**src/rtl/bus_dma_initiator.sv**
```systemverilog
// Single-channel word-copy DMA initiator: reads one 32-bit word from src, writes it to dst,
// repeats for len words, with per-request timeout and sticky fault reporting.
`ifndef XLEN
`define XLEN 32
`endif
`ifndef BUS_WIDTH
`define BUS_WIDTH 32
`endif
`ifndef BUS_ACC_CNT
`define BUS_ACC_CNT 3
`endif

module bus_dma_initiator #(
    parameter int unsigned TIMEOUT = 255,
    parameter int unsigned LEN_W   = 16
) (
    input  logic                            clk,
    input  logic                            rst,
    input  logic                            start,
    input  logic                            abort,
    input  logic [`XLEN-1:0]                src_addr,
    input  logic [`XLEN-1:0]                dst_addr,
    input  logic [LEN_W-1:0]                len,
    output logic                            busy,
    output logic                            done,
    output logic                            fault,
    output logic [LEN_W-1:0]                remaining,
    output logic [`XLEN-1:0]                p_addr,
    output logic                            p_w_rb,
    output logic [$clog2(`BUS_ACC_CNT)-1:0] p_acc,
    output logic [`BUS_WIDTH-1:0]           p_wdata,
    output logic                            p_req,
    input  logic [`BUS_WIDTH-1:0]           p_rdata,
    input  logic                            p_resp,
    input  logic                            p_fault
);

    localparam int unsigned ACC_W = $clog2(`BUS_ACC_CNT);
    localparam int unsigned CNT_W = (TIMEOUT > 1) ? $clog2(TIMEOUT) : 1;
    localparam logic [ACC_W-1:0] ACC_WORD = ACC_W'(2);
    localparam logic [CNT_W-1:0] CNT_LAST = CNT_W'(TIMEOUT - 1);

    typedef enum logic [2:0] {IDLE, RD, GAP_W, WR, GAP_R, ERR} state_t;

    state_t                  state_q, state_d;
    logic                    busy_q, busy_d;
    logic                    done_q, done_d;
    logic                    fault_q, fault_d;
    logic [LEN_W-1:0]        remaining_q, remaining_d;
    logic [`XLEN-1:0]        p_addr_q, p_addr_d;
    logic                    p_w_rb_q, p_w_rb_d;
    logic [ACC_W-1:0]        p_acc_q, p_acc_d;
    logic [`BUS_WIDTH-1:0]   p_wdata_q, p_wdata_d;
    logic                    p_req_q, p_req_d;
    logic [`XLEN-1:0]        src_q, src_d;
    logic [`XLEN-1:0]        dst_q, dst_d;
    logic [`BUS_WIDTH-1:0]   buf_q, buf_d;
    logic [CNT_W-1:0]        cnt_q, cnt_d;

    always_ff @(posedge clk) begin
        if (rst) begin
            state_q     <= IDLE;
            busy_q      <= 1'b0;
            done_q      <= 1'b0;
            fault_q     <= 1'b0;
            remaining_q <= '0;
            p_addr_q    <= '0;
            p_w_rb_q    <= 1'b0;
            p_acc_q     <= '0;
            p_wdata_q   <= '0;
            p_req_q     <= 1'b0;
            src_q       <= '0;
            dst_q       <= '0;
            buf_q       <= '0;
            cnt_q       <= '0;
        end else begin
            state_q     <= state_d;
            busy_q      <= busy_d;
            done_q      <= done_d;
            fault_q     <= fault_d;
            remaining_q <= remaining_d;
            p_addr_q    <= p_addr_d;
            p_w_rb_q    <= p_w_rb_d;
            p_acc_q     <= p_acc_d;
            p_wdata_q   <= p_wdata_d;
            p_req_q     <= p_req_d;
            src_q       <= src_d;
            dst_q       <= dst_d;
            buf_q       <= buf_d;
            cnt_q       <= cnt_d;
        end
    end

    always_comb begin
        state_d     = state_q;
        busy_d      = busy_q;
        done_d      = 1'b0;
        fault_d     = fault_q;
        remaining_d = remaining_q;
        p_addr_d    = p_addr_q;
        p_w_rb_d    = p_w_rb_q;
        p_acc_d     = p_acc_q;
        p_wdata_d   = p_wdata_q;
        p_req_d     = p_req_q;
        src_d       = src_q;
        dst_d       = dst_q;
        buf_d       = buf_q;
        cnt_d       = cnt_q;

        if (abort) begin
            state_d = IDLE;
            busy_d  = 1'b0;
            fault_d = 1'b0;
            p_req_d = 1'b0;
        end else begin
            case (state_q)
                IDLE: begin
                    if (start) begin
                        if (len == '0) begin
                            done_d = 1'b1;
                        end else if (src_addr[1:0] != 2'b00 || dst_addr[1:0] != 2'b00) begin
                            state_d = ERR;
                            fault_d = 1'b1;
                        end else begin
                            state_d     = RD;
                            busy_d      = 1'b1;
                            src_d       = src_addr;
                            dst_d       = dst_addr;
                            remaining_d = len;
                            p_req_d     = 1'b1;
                            p_w_rb_d    = 1'b0;
                            p_acc_d     = ACC_WORD;
                            p_addr_d    = src_addr;
                            cnt_d       = '0;
                        end
                    end
                end
                RD, WR: begin
                    if (p_resp) begin
                        p_req_d = 1'b0;
                        if (p_fault) begin
                            state_d = ERR;
                            busy_d  = 1'b0;
                            fault_d = 1'b1;
                        end else if (state_q == RD) begin
                            buf_d   = p_rdata;
                            state_d = GAP_W;
                        end else begin
                            remaining_d = remaining_q - 1'b1;
                            src_d       = src_q + `XLEN'(4);
                            dst_d       = dst_q + `XLEN'(4);
                            state_d     = GAP_R;
                        end
                    end else if (cnt_q == CNT_LAST) begin
                        state_d = ERR;
                        busy_d  = 1'b0;
                        fault_d = 1'b1;
                        p_req_d = 1'b0;
                    end else begin
                        cnt_d = cnt_q + 1'b1;
                    end
                end
                GAP_W: begin
                    state_d   = WR;
                    p_req_d   = 1'b1;
                    p_w_rb_d  = 1'b1;
                    p_addr_d  = dst_q;
                    p_wdata_d = buf_q;
                    cnt_d     = '0;
                end
                GAP_R: begin
                    if (remaining_q != '0) begin
                        state_d  = RD;
                        p_req_d  = 1'b1;
                        p_w_rb_d = 1'b0;
                        p_addr_d = src_q;
                        cnt_d    = '0;
                    end else begin
                        state_d = IDLE;
                        busy_d  = 1'b0;
                        done_d  = 1'b1;
                    end
                end
                default: ;
            endcase
        end
    end

    assign busy      = busy_q;
    assign done      = done_q;
    assign fault     = fault_q;
    assign remaining = remaining_q;
    assign p_addr    = p_addr_q;
    assign p_w_rb    = p_w_rb_q;
    assign p_acc     = p_acc_q;
    assign p_wdata   = p_wdata_q;
    assign p_req     = p_req_q;

endmodule

```
**config.mk**
```make
export PLATFORM = sky130hd
export DESIGN_NAME = bus_dma_initiator
export DESIGN_NICKNAME = d
export VERILOG_FILES = /design/src/rtl/bus_dma_initiator.sv
export SDC_FILE = /design/constraint.sdc
export NUM_CORES = 1
export LEC_CHECK = 0
export CORE_ASPECT_RATIO = 1.2
export CORE_MARGIN = 2
export CORE_UTILIZATION = 46
export DETAILED_ROUTE_END_ITERATION = 12
export DONT_BUFFER_PORTS = 1
export PLACE_DENSITY = 0.6
export SYNTH_ARGS = -nofsm -noshare
export SYNTH_HDL_FRONTEND = slang
export SYNTH_SLANG_ARGS = --single-unit
```
**constraint.sdc**
```tcl
create_clock -name clk -period 4.2 [get_ports clk]
set_input_delay 1.05 -clock clk [delete_from_list [all_inputs] [get_ports clk]]
set_output_delay 1.05 -clock clk [all_outputs]
set_load 0.1 [all_outputs]
```
==> results of run 1 <==
==> cell type report <==
type / count / area (um^2)
clock buffers: 17 / 425.4
clock inverters: 15 / 201.4
fillers: 2049 / 9982
inverters: 17 / 63.81
multi-input cells: 959 / 5171
flip-flops and latches: 193 / 3864
well taps: 265 / 331.6
repair buffers: 27 / 215.2
==> final timing paths <==
kind                                  start                  endpoint  slack [ns]
hold / removal       buf_q[30]$_SDFFE_PP0P_  p_wdata[30]$_SDFFE_PP0P_        0.45
hold reg to reg      buf_q[30]$_SDFFE_PP0P_  p_wdata[30]$_SDFFE_PP0P_        0.45
setup reg to reg  remaining[2]$_SDFFE_PP0P_     cnt_q[5]$_SDFFE_PP0P_        1.25
setup / recovery                    len[11]    src_q[27]$_SDFFE_PP0P_        0.91
==> cell families (layout without fill, tap and decap cells) <==
kind of cell	count (synthesis)	after routing	share of synthesized area [%]
multiplexers	1	1	0.1057
flip-flops	193	193	40.80
XOR/XNOR	4	4	0.3700
AND/OR/NAND/NOR	553	553	26.13
buffers and inverters	124	76	5.087
adder cells (fa/ha/maj)	5	5	0.6606
AO/OA/AOI/OAI	395	395	26.81
other	1	1	0.03960
==> sequential cells by signal, indices dropped and copies added (netlist names), 3 cells and up <==
name / count
buf_q: 32
cnt_q: 8
dst_q: 32
p_addr: 32
p_wdata: 32
remaining: 16
src_q: 32
state_q: 3
==> per-stage QoR <==
step	utilization, %	worst slack [ns]	instances	total power [mW]
final	50.72	0.9086	1493	4.007
after global routing	50.72	0.8663	1493	4.165
after CTS	50.72	0.9865	1493	4.054
after detailed placement	47.62	0.5238	1461	2.358
after global placement	47.62	0.4106	1461	2.356
after floorplan	-	1.297	1276	2.316
==> worst register-to-register path, delay by kind of cell (launching register included) <==
| kind | cells | cell delay (ns) |
|---|---|---|
| flip-flops | 1 | 1.06 |
| AND/OR/NAND/NOR | 4 | 1.31 |
| AO/OA/AOI/OAI | 2 | 0.52 |
==> power groups by stage <==
stage	logic [mW]	clock network (mW)	registers (mW)
6_report	0.283	1.69	2.03
5_1_grt	0.317	1.81	2.04
4_1_cts	0.284	1.74	2.03
3_5_place_dp	0.283	0	2.08
3_3_place_gp	0.281	0	2.08
2_1_floorplan	0.246	0	2.07
==> synthesized netlist by cell type (11+ instances only) <==
cell	instances	share of area (%)
sky130_fd_sc_hd__nand2_1	282	11
sky130_fd_sc_hd__dfxtp_1	193	41
sky130_fd_sc_hd__a21oi_1	145	7.7
sky130_fd_sc_hd__nor2_1	106	4.2
sky130_fd_sc_hd__clkbuf_1	94	3.7
sky130_fd_sc_hd__o21ai_0	64	3.4
sky130_fd_sc_hd__a22oi_1	51	4.0
sky130_fd_sc_hd__nand3_1	35	1.8
sky130_fd_sc_hd__a311oi_1	34	3.1
sky130_fd_sc_hd__nor3_1	24	1.3
sky130_fd_sc_hd__nand4_1	23	1.5
sky130_fd_sc_hd__and3_1	18	1.2
sky130_fd_sc_hd__inv_1	17	0.67
sky130_fd_sc_hd__a31oi_1	16	1.1
sky130_fd_sc_hd__nor4_1	11	0.73
sky130_fd_sc_hd__o32ai_1	11	1.0
==> routing by layer <==
layer / vias up / track usage [%]
met5: - / 0
met4: 2 / 9.470
met3: 52 / 7.345
met2: 300 / 38.90
met1: 4194 / 31.71
li1: 4458 / -
==> metrics.csv, run 1 <==
stage,metric,value,unit
clock_tree,clk slew on worst S/H paths,0.08,ns
critical_path,Worst Path Buf+Inv,0,
power,fraction of power spent switching nets,30.55,%
final_layout,number of inserted diodes,0,
power,Reg power frac,50.7,%
clock_tree,H-tree depth,4,
timing,unrepaired setup endpoints after global routing,no,
clock_tree,setup repair bufs after CTS,0,
global_route,initial antenna violation count,1,
clock_tree,Max Root-Sink Buffers,2,
critical_path,sequence of cells on the critical path,nor4_1 > nand4_1 > o211a_4 > nand2_1 > a21oi_1 > a31o_2,
min_path,type of the tightest min-delay check,reg -> reg,
synthesis,number of synthesized register bits,193,
power,share of total power in the clock network,42.2,%
synthesis,number of flops mapped to enable cells by yosys,0,
floorplan,height of the die,161.2,um
routing,met3 layer wire length in the routed design,2150,um
power,maximum vdd ir drop,0.2774,mV
critical_path,Critical Path Slowest Stage Cell,sky130_fd_sc_hd__nor4_1,
global_route,pin count of the biggest net entering global routing,176,
routing,average wire per standard cell,18.31,um
power,internal power,2.783,mW
power,ratio of total power to cell area,390.1,nW/um^2
clock_tree,"Gates resized, CTS repair",0,
final_layout,most used cells in the layout excluding fill and tap cells,"sky130_fd_sc_hd__nand2_1, sky130_fd_sc_hd__dfxtp_1, sky130_fd_sc_hd__a21oi_1, sky130_fd_sc_hd__nor2_1, sky130_fd_sc_hd__o21ai_0",
global_route,leftover overflow at the end of global routing,0,
final_layout,ratio of cells with drive above 1 in the final layout,6.759,%
floorplan,die width,135.0,um
floorplan,placeable core region,20250,um^2
synthesis,area of the mapped netlist,9470,um^2
min_path,Hold Crit Depth,2,
timing,Rel. slew slack,23.82,%
routing,Met2 Wirelength,12900,um
routing,drt pass-1 iters,5,
critical_path,crit path launch type,primary input,
critical_path,Max Fanout on Critical Path,48,
timing,post-layout minimum cycle time,3.291,ns
clock_tree,number of hold-repair buffers added at the cts stage,0,
timing,Worst Clk Skew,0.01350,ns
synthesis,share of synthesized area occupied by flip-flops and latches,40.80,%
routing,total number of vias,9006,
place,Placer Congestion,0.8424,
routing,drt drc,0,
final_layout,final design instance area without fill,10270,um^2
final_layout,post-layout net count,1338,
critical_path,delay of the slowest critical-path stage,0.68,ns
power,combinational power share,7.1,%
clock_tree,clock root cell,sky130_fd_sc_hd__clkbuf_16,
synthesis,number of distinct standard cells referenced by the synthesized netlist,60,
place,dpl hpwl,18120,um
routing,uppermost routed layer,met5,
clock_tree,clock tree from TritonCTS,built,
global_route,global-route wire length before repair,43330,um
timing,final cycle utilization of the critical path,78.37,%
floorplan,die area,21760,um^2
synthesis,share of flip-flops with an asynchronous set or reset after synthesis,0,%
synthesis,average instance area after synthesis,7.422,um^2
synthesis,most common flop cell mapped by yosys,sky130_fd_sc_hd__dfxtp_1,
timing,Fin Setup TNS,0,ns
critical_path,capturing element type of the critical path,register,
critical_path,gate family responsible for the most delay along the worst path,simple AND/OR/NAND/NOR gates,
timing,Peak Freq,303.8,MHz
timing,final-report hold violation count,0,
clock_tree,number of sinks handled by clock tree synthesis,193,
timing,Worst-Margin Slew,1.140,ns
power,Switch Pwr,1.224,mW
synthesis,post-synthesis instance total,1276,
job,number of violations of the max-capacitance limit,0,
synthesis,"Net Count, Synth",1399,
floorplan,starting utilization of the core area,46.76,%
clock_tree,Clock Latency Late Sink,0.44,ns
routing,Via-to-Cell Ratio,6.032,
global_route,number of global-route vias before repair,8157,
routing,met1 wire length,11460,um
final_layout,synthesis-to-finish area growth,8.469,%
status,outcome,finished clean,
timing,Final Max Slew Viols,0,
final_layout,most frequent standard cell in the layout excluding fill and tap cells,sky130_fd_sc_hd__nand2_1,
critical_path,data arrival time at the worst-slack endpoint,3.63,ns
routing,remaining antenna violation count,0,
power,Leak,3.366,nW
floorplan,Top Ports,205,
routing,routed wire length,27330,um
critical_path,worst path required time,4.54,ns
place,total of buffers placed on input and output ports,0,
global_route,aggregate global-route resource usage,24.64,%
critical_path,number of cells on the worst reg-to-reg path,6,
place,placed inst area,9646,um^2
floorplan,placement row count,57,
critical_path,start-to-end type of the worst setup path,in -> reg,
routing,violation count after the first detailed-routing iteration,711,
critical_path,cell count along the critical path,6,
timing,Final setup violation count,0,
clock_tree,clock buffer count from CTS,17,
synthesis,number of warning messages in the yosys log,0,
timing,Worst Hold Slack,0.4548,ns
(Power assumes the default switching activity.)
==> run 2: changes to the inputs <==
PLACE_DENSITY = 0.62   (was 0.6)
clock period = 2.7 ns   (was 4.2 ns; I/O delays follow)
==> run 2 against run 1 <==
- critical path depth grew 2
- wire length grew 1.2%
- sequential share of layout area shrank 2.7 points
- register-to-register slack lost 0.91 ns
- power grew 59%
- non-clock buffer count grew 97
- clock power increased by 59%
- final cell count rose by 6.5%
- combinational power grew to 2.6 times the previous value
- die area unchanged
- global-route usage grew 0.78 points
- via count grew 4.6%
==> metrics.csv, run 2 (synthesis gave the netlist of run 1 again) <==
stage,metric,value,unit,change
status,outcome,finished clean,,
timing,unrepaired setup endpoints after global routing,no,,
power,share of total power in the clock network,42.2,%,about the same
clock_tree,number of hold-repair buffers added at the cts stage,0,,unchanged
critical_path,gate family responsible for the most delay along the worst path,simple AND/OR/NAND/NOR gates,,
power,Leak,3.899,nW,+16%
routing,met1 wire length,11400,um,-0.55%
place,total of buffers placed on input and output ports,0,,unchanged
place,dpl hpwl,18770,um,+3.6%
timing,Worst-Margin Slew,0.7426,ns,-0.3973 ns
critical_path,Critical Path Slowest Stage Cell,sky130_fd_sc_hd__or4_1,,
final_layout,fin cells,1590,,+6.5%
timing,Worst Clk Skew,0.01398,ns,+0.0004807 ns
routing,drt pass-1 iters,5,,unchanged
timing,Peak Freq,423.5,MHz,
routing,Met2 Wirelength,13290,um,+3.0%
place,Cells after DPL,1558,,+6.6%
floorplan,die width,135.0,um,unchanged
routing,routed wire length,27660,um,+1.2%
routing,met3 layer wire length in the routed design,2344,um,+9.0%
timing,final-report hold violation count,0,,unchanged
critical_path,reg-to-reg critical path startpoint,remaining[0]$_SDFFE_PP0P_,,
timing,post-layout minimum cycle time,2.361,ns,
timing,Final setup violation count,0,,unchanged
global_route,global-route wire length before repair,45210,um,+4.3%
critical_path,crit path launch type,register,,
final_layout,most frequent standard cell in the layout excluding fill and tap cells,sky130_fd_sc_hd__nand2_1,,
clock_tree,clk slew on worst S/H paths,0.08,ns,about the same
clock_tree,Clock Latency Late Sink,0.45,ns,about the same
power,fraction of power spent switching nets,30.79,%,+0.24 points
global_route,number of global-route vias before repair,8819,,+8.1%
critical_path,number of cells on the worst reg-to-reg path,8,,+2
critical_path,Max Fanout on Critical Path,7,,-85%
min_path,Hold Crit Start,rst,,
min_path,hold worst-path end,p_addr[1]$_SDFFE_PP0P_,,
power,combinational power share,11.8,%,+4.7 points
clock_tree,clock root cell,sky130_fd_sc_hd__clkbuf_16,,
floorplan,starting utilization of the core area,46.76,%,unchanged
floorplan,Top Ports,205,,unchanged
clock_tree,setup repair bufs after CTS,0,,unchanged
routing,remaining antenna violation count,0,,unchanged
clock_tree,H-tree depth,4,,unchanged
final_layout,ratio of cells with drive above 1 in the final layout,13.74,%,+7.0 points
clock_tree,Max Root-Sink Buffers,2,,unchanged
global_route,initial antenna violation count,1,,unchanged
routing,average wire per standard cell,17.40,um,-5.0%
floorplan,placement row count,57,,unchanged
critical_path,capturing element type of the critical path,register,,
clock_tree,"Gates resized, CTS repair",0,,unchanged
final_layout,area occupied by multi-input gates,5171,um^2,unchanged
clock_tree,clock tree from TritonCTS,built,,
final_layout,number of inserted diodes,0,,unchanged
routing,drt drc,0,,unchanged
clock_tree,number of sinks handled by clock tree synthesis,193,,unchanged
floorplan,height of the die,161.2,um,unchanged
critical_path,delay of the slowest critical-path stage,0.51,ns,-0.17 ns
power,ratio of total power to cell area,573.6,nW/um^2,+47%
clock_tree,clock buffer count from CTS,17,,unchanged
timing,Fin Setup TNS,0,ns,unchanged
routing,total number of vias,9418,,+4.6%
min_path,type of the tightest min-delay check,in -> reg,,
power,maximum vdd ir drop,0.4092,mV,+48%
final_layout,most used cells in the layout excluding fill and tap cells,"sky130_fd_sc_hd__nand2_1, sky130_fd_sc_hd__dfxtp_1, sky130_fd_sc_hd__a21oi_1, sky130_fd_sc_hd__buf_4, sky130_fd_sc_hd__nor2_1",,
critical_path,start-to-end type of the worst setup path,reg -> reg,,
critical_path,Worst Path Buf+Inv,1,,+1
final_layout,storage element area,3866,um^2,about the same
timing,Rel. slew slack,50.39,%,+27 points
floorplan,die area,21760,um^2,unchanged
routing,violation count after the first detailed-routing iteration,736,,+3.5%
place,Placer Congestion,0.8736,,+3.7%
final_layout,post-layout net count,1435,,+7.2%
critical_path,flop-to-flop setup slack,0.34,ns,-0.91 ns
global_route,leftover overflow at the end of global routing,0,,unchanged
final_layout,synthesis-to-finish area growth,16.98,%,
timing,final worst slack,0.3388,ns,-0.5698 ns
job,number of violations of the max-capacitance limit,0,,unchanged
timing,Final Max Slew Viols,0,,unchanged
power,Reg power frac,46.1,%,-4.6 points
power,Switch Pwr,1.957,mW,+60%
floorplan,placeable core region,20250,um^2,unchanged
critical_path,sequence of cells on the critical path,inv_1 > ha_1 > nor3b_2 > and4_1 > a31oi_1 > nand2_1 > or4_1 > a21oi_1,,
global_route,aggregate global-route resource usage,25.42,%,+0.78 points
critical_path,data arrival time at the worst-slack endpoint,2.74,ns,-0.89 ns
critical_path,capture instance of the worst register-to-register path,cnt_q[5]$_SDFFE_PP0P_,,
power,internal power,4.398,mW,+58%
critical_path,worst path required time,3.08,ns,-1.46 ns
timing,final cycle utilization of the critical path,87.45,%,
final_layout,number of fill cells,1963,,-4.2%
routing,Via-to-Cell Ratio,5.923,,-1.8%
place,post-placement setup slack,-0.05894,ns,-0.5827 ns
min_path,Hold Crit Depth,1,,-1
global_route,pin count of the biggest net entering global routing,176,,unchanged
timing,Worst Hold Slack,0.2989,ns,-0.1559 ns
routing,uppermost routed layer,met5,,
## run 2: cell count changes in the layout (fill, tap and decap cells not counted)
| cell | delta |
|---|---|
| sky130_fd_sc_hd__buf_4 | +92 |
| sky130_fd_sc_hd__buf_12 | +5 |
| sky130_fd_sc_hd__dfxtp_2 | +2 |
| sky130_fd_sc_hd__inv_6 | -1 |
| sky130_fd_sc_hd__inv_8 | -1 |
| sky130_fd_sc_hd__dfxtp_1 | -2 |
| sky130_fd_sc_hd__clkinv_8 | +1 |
| sky130_fd_sc_hd__inv_12 | +1 |
## run 2: worst register-to-register path: stages (launching register included)
cell                      delay (ns)
sky130_fd_sc_hd__dfxtp_2        0.37
sky130_fd_sc_hd__inv_1          0.07
sky130_fd_sc_hd__ha_1           0.22
sky130_fd_sc_hd__nor3b_2        0.18
sky130_fd_sc_hd__and4_1         0.21
sky130_fd_sc_hd__a31oi_1        0.36
sky130_fd_sc_hd__nand2_1        0.24
sky130_fd_sc_hd__or4_1          0.51
sky130_fd_sc_hd__a21oi_1        0.15
## run 2: through the flow
| step | utilization (%) | instance area (um^2) | power (mW) |
|---|---|---|---|
| 6_report | 54.69 | 11080 | 6.355 |
| 3_3_place_gp | 51.54 | 10440 | 3.735 |
| 3_5_place_dp | 51.54 | 10440 | 3.738 |
| 2_1_floorplan | - | 9473 | 3.603 |
| 5_1_grt | 54.69 | 11080 | 6.595 |
| 4_1_cts | 54.69 | 11080 | 6.417 |
## run 2: worst max-delay path by stage
stage,slack [ns],depth (start not counted),from,to
after floorplan,0.06,6,remaining[7]$_SDFFE_PP0P_,cnt_q[5]$_SDFFE_PP0P_
after global routing,0.21,8,remaining[0]$_SDFFE_PP0P_,cnt_q[5]$_SDFFE_PP0P_
final,0.34,8,remaining[0]$_SDFFE_PP0P_,cnt_q[5]$_SDFFE_PP0P_
after global placement,-0.04,8,len[3],remaining[3]$_SDFFE_PP0P_
after CTS,0.35,8,remaining[0]$_SDFFE_PP0P_,cnt_q[5]$_SDFFE_PP0P_
after detailed placement,-0.06,8,len[3],dst_q[30]$_SDFFE_PP0P_
## run 2: power by group through the flow
stage,combinational [mW],clock (mW),sequential (mW)
after floorplan,0.383,0,3.22
after global placement,0.743,0,2.99
after detailed placement,0.744,0,2.99
after CTS,0.748,2.74,2.93
after global routing,0.809,2.85,2.93
final,0.747,2.68,2.93
## run 2: per-layer routing
layer,GRT usage [%],vias to the layer above
li1,-,4653
met1,31.10,4371
met2,42.75,345
met3,7.596,47
met4,8.239,2
met5,0,-
## run 2: layout make-up
cell class,instances,area share [%]
multi-input cells,959,46.68
repair buffers,124,9.081
well taps,265,2.993
flip-flops and latches,193,34.90
inverters,17,0.5760
clock buffers,17,3.840
clock inverters,15,1.931
==> run 3: changes to the inputs <==
clock period = 2.1 ns   (was 2.7 ns; I/O delays follow)
==> run 3 against run 2 <==
- global-route usage increased by 1.1 points
- first-iteration DRC count increased by 6.0%
- worst setup slack got worse by 0.25 ns
- combinational power increased by 49%
- sequential cell count unchanged
- clock-buffer cell count unchanged
- sequential share of layout area decreased by 2.2 points
- utilization increased by 4.1 points
- clock skew decreased by 0.0048 ns
- power increased by 30%
- clock power increased by 27%
- largest cell class unchanged
- largest power group unchanged
==> metrics.csv, run 3 (synthesis gave the netlist of run 1 again) <==
stage,metric,value,unit,change
job,number of violations of the max-capacitance limit,0,,unchanged
routing,violation count after the first detailed-routing iteration,780,,+6.0%
clock_tree,Max Root-Sink Buffers,2,,unchanged
power,Leak,4.298,nW,+10%
critical_path,gate family responsible for the most delay along the worst path,buffers and inverters,,
critical_path,data arrival time at the worst-slack endpoint,2.36,ns,-0.38 ns
timing,Worst Clk Skew,0.009195,ns,-0.004782 ns
floorplan,Top Ports,205,,unchanged
place,Placer Congestion,0.8853,,+1.3%
clock_tree,H-tree depth,4,,unchanged
routing,average wire per standard cell,19.11,um,+9.8%
routing,Via-to-Cell Ratio,5.967,,+0.74%
min_path,Hold Crit Depth,1,,unchanged
routing,drt pass-1 iters,5,,unchanged
critical_path,number of cells on the worst reg-to-reg path,7,,-1
global_route,leftover overflow at the end of global routing,0,,unchanged
clock_tree,clock root cell,sky130_fd_sc_hd__clkbuf_16,,
min_path,hold worst-path end,p_addr[0]$_SDFFE_PP0P_,,
global_route,aggregate global-route resource usage,26.56,%,+1.1 points
global_route,global-route wire length before repair,46660,um,+3.2%
timing,final-report hold violation count,0,,unchanged
timing,final cycle utilization of the critical path,95.87,%,+8.4 points
floorplan,die width,135.0,um,unchanged
routing,total number of vias,9828,,+4.4%
final_layout,number of inserted diodes,0,,unchanged
critical_path,crit path launch type,register,,
timing,Rel. slew slack,66.07,%,+16 points
timing,Peak Freq,496.7,MHz,+17%
floorplan,height of the die,161.2,um,unchanged
critical_path,cell count along the critical path,7,,-1
place,dpl hpwl,20340,um,+8.4%
power,share of total power in the clock network,41.2,%,-1.0 points
critical_path,most used cell along the critical path,sky130_fd_sc_hd__buf_4,,
floorplan,starting utilization of the core area,46.76,%,unchanged
global_route,pin count of the biggest net entering global routing,176,,unchanged
critical_path,worst path required time,2.44,ns,-0.64 ns
global_route,initial antenna violation count,0,,-1
power,internal power,5.709,mW,+30%
critical_path,reg-to-reg critical path startpoint,state_q[0]$_SDFFE_PP0P_,,
power,ratio of total power to cell area,695.0,nW/um^2,+21%
final_layout,synthesis-to-finish area growth,25.64,%,
clock_tree,number of sinks handled by clock tree synthesis,193,,unchanged
final_layout,number of fill cells,1902,,-3.1%
critical_path,sequence of cells on the critical path,buf_4 > nor2_1 > and2_1 > buf_4 > buf_4 > a22oi_1 > a311oi_2,,
floorplan,placeable core region,20250,um^2,unchanged
power,maximum vdd ir drop,0.5593,mV,+37%
power,combinational power share,13.4,%,+1.6 points
critical_path,start-to-end type of the worst setup path,reg -> reg,,
clock_tree,clock buffer count from CTS,17,,unchanged
final_layout,ratio of cells with drive above 1 in the final layout,21.27,%,+7.5 points
floorplan,die area,21760,um^2,unchanged
critical_path,Max Fanout on Critical Path,26,,+19
critical_path,Worst Path Buf+Inv,3,,+2
final_layout,post-layout net count,1492,,+4.0%
power,Reg power frac,45.4,%,-0.7 points
floorplan,placement row count,57,,unchanged
routing,drt drc,0,,unchanged
critical_path,capture instance of the worst register-to-register path,p_addr[17]$_SDFFE_PP0P_,,
power,Switch Pwr,2.562,mW,+31%
clock_tree,clk slew on worst S/H paths,0.08,ns,about the same
timing,Final Max Slew Viols,0,,unchanged
global_route,number of global-route vias before repair,8962,,+1.6%
min_path,type of the tightest min-delay check,in -> reg,,
timing,Final setup violation count,0,,unchanged
timing,Worst-Margin Slew,0.5060,ns,-0.2366 ns
clock_tree,clock tree from TritonCTS,built,,
critical_path,Critical Path Slowest Stage Cell,sky130_fd_sc_hd__dfxtp_1,,
routing,remaining antenna violation count,0,,unchanged
timing,post-layout minimum cycle time,2.013,ns,-0.3479 ns
clock_tree,Clock Latency Late Sink,0.44,ns,about the same
critical_path,flop-to-flop setup slack,0.09,ns,-0.25 ns
final_layout,most frequent standard cell in the layout excluding fill and tap cells,sky130_fd_sc_hd__nand2_1,,
place,placed inst area,10900,um^2,+4.4%
critical_path,capturing element type of the critical path,register,,
final_layout,core utilization of the finished layout,58.75,%,+4.1 points
critical_path,delay of the slowest critical-path stage,0.32,ns,-0.19 ns
power,fraction of power spent switching nets,30.97,%,+0.19 points
min_path,Hold Crit Start,rst,,
routing,routed wire length,31470,um,+14%
final_layout,most used cells in the layout excluding fill and tap cells,"sky130_fd_sc_hd__nand2_1, sky130_fd_sc_hd__dfxtp_1, sky130_fd_sc_hd__buf_4, sky130_fd_sc_hd__a21oi_1, sky130_fd_sc_hd__nor2_1",,
final_layout,final design instance area without fill,11900,um^2,+7.4%
status,outcome,finished clean,,
place,total of buffers placed on input and output ports,0,,unchanged
-- run 3: changes by cell type in the layout (fill, tap and decap cells not counted), sizes merged --
cell and change:
buf +52, clkbuf +4, clkinv +1, and3 +1
inv -1
-- run 3: how the worst max path moves through the flow --
stage / start / end / slack (ns)
floorplan: remaining[0]$_SDFFE_PP0P_ / cnt_q[5]$_SDFFE_PP0P_ / -0.07
finish: state_q[0]$_SDFFE_PP0P_ / p_addr[17]$_SDFFE_PP0P_ / 0.09
CTS: remaining[0]$_SDFFE_PP0P_ / p_addr[14]$_SDFFE_PP0P_ / -0.02
global placement: len[11] / cnt_q[5]$_SDFFE_PP0P_ / -0.29
global route: state_q[1]$_SDFFE_PP0P_ / p_addr[17]$_SDFFE_PP0P_ / -0.03
detailed placement: len[11] / p_addr[11]$_SDFFE_PP0P_ / -0.34
-- run 3: final cells by class --
| cell class | instances | area (um^2) | share of cell area, % |
|---|---|---|---|
| Timing Repair Buffer | 180 | 1570 | 13.20 |
| Tap cell | 265 | 331.6 | 2.787 |
| Clock inverter | 15 | 203.9 | 1.714 |
| Multi-Input combinational cell | 960 | 5408 | 45.45 |
| Inverter | 17 | 66.31 | 0.5573 |
| Sequential cell | 193 | 3894 | 32.72 |
| Clock buffer | 17 | 425.4 | 3.575 |
-- run 3: repair_timing --
item                                    in CTS  in global routing
buffers inserted                             0                  3
resized for setup                            1                 48
hold buffers                                 0                  0
cloned                                       0                  7
pin swaps                                    0                  6
endpoints found under the setup margin       7                 56
-- run 3: worst register-to-register path, delay by kind of cell, from the launching register on --
| kind | cells | cell delay (ns) |
|---|---|---|
| AOI/OAI and AO/OA | 2 | 0.50 |
| buffers and inverters | 3 | 0.71 |
| DFF | 1 | 0.32 |
| and+or+nand+nor | 2 | 0.40 |
-- run 3: metal layers --
layer	GRT usage (%)	vias to the layer above	routed length [um]
met5	0	-	0
li1	-	4770	-
met1	33.08	4631	12830
met2	44.25	377	15240
met3	7.502	50	2578
met4	8.759	0	820
-- run 3: metrics by stage --
step / cells / hold slack, ns / setup TNS, ns / worst slack, ns / power, mW
2_1_floorplan: 1276 / 0.4302 / -0.06872 / -0.06872 / 4.644
4_1_cts: 1637 / 0.1488 / -0.08862 / -0.01964 / 8.237
3_5_place_dp: 1605 / 0.4376 / -23.99 / -0.3388 / 4.851
3_3_place_gp: 1605 / 0.4325 / -23.64 / -0.2929 / 4.841
6_report: 1647 / 0.1542 / 0 / 0.08676 / 8.270
5_1_grt: 1647 / 0.1370 / -0.02550 / -0.02550 / 8.553
-- run 3: power groups by stage --
stage / logic, mW / clock network (mW) / registers (mW)
2_1_floorplan: 0.505 / 0 / 4.14
3_3_place_gp: 1.00 / 0 / 3.84
3_5_place_dp: 1.01 / 0 / 3.84
4_1_cts: 1.02 / 3.47 / 3.75
5_1_grt: 1.19 / 3.61 / 3.76
6_report: 1.11 / 3.41 / 3.75
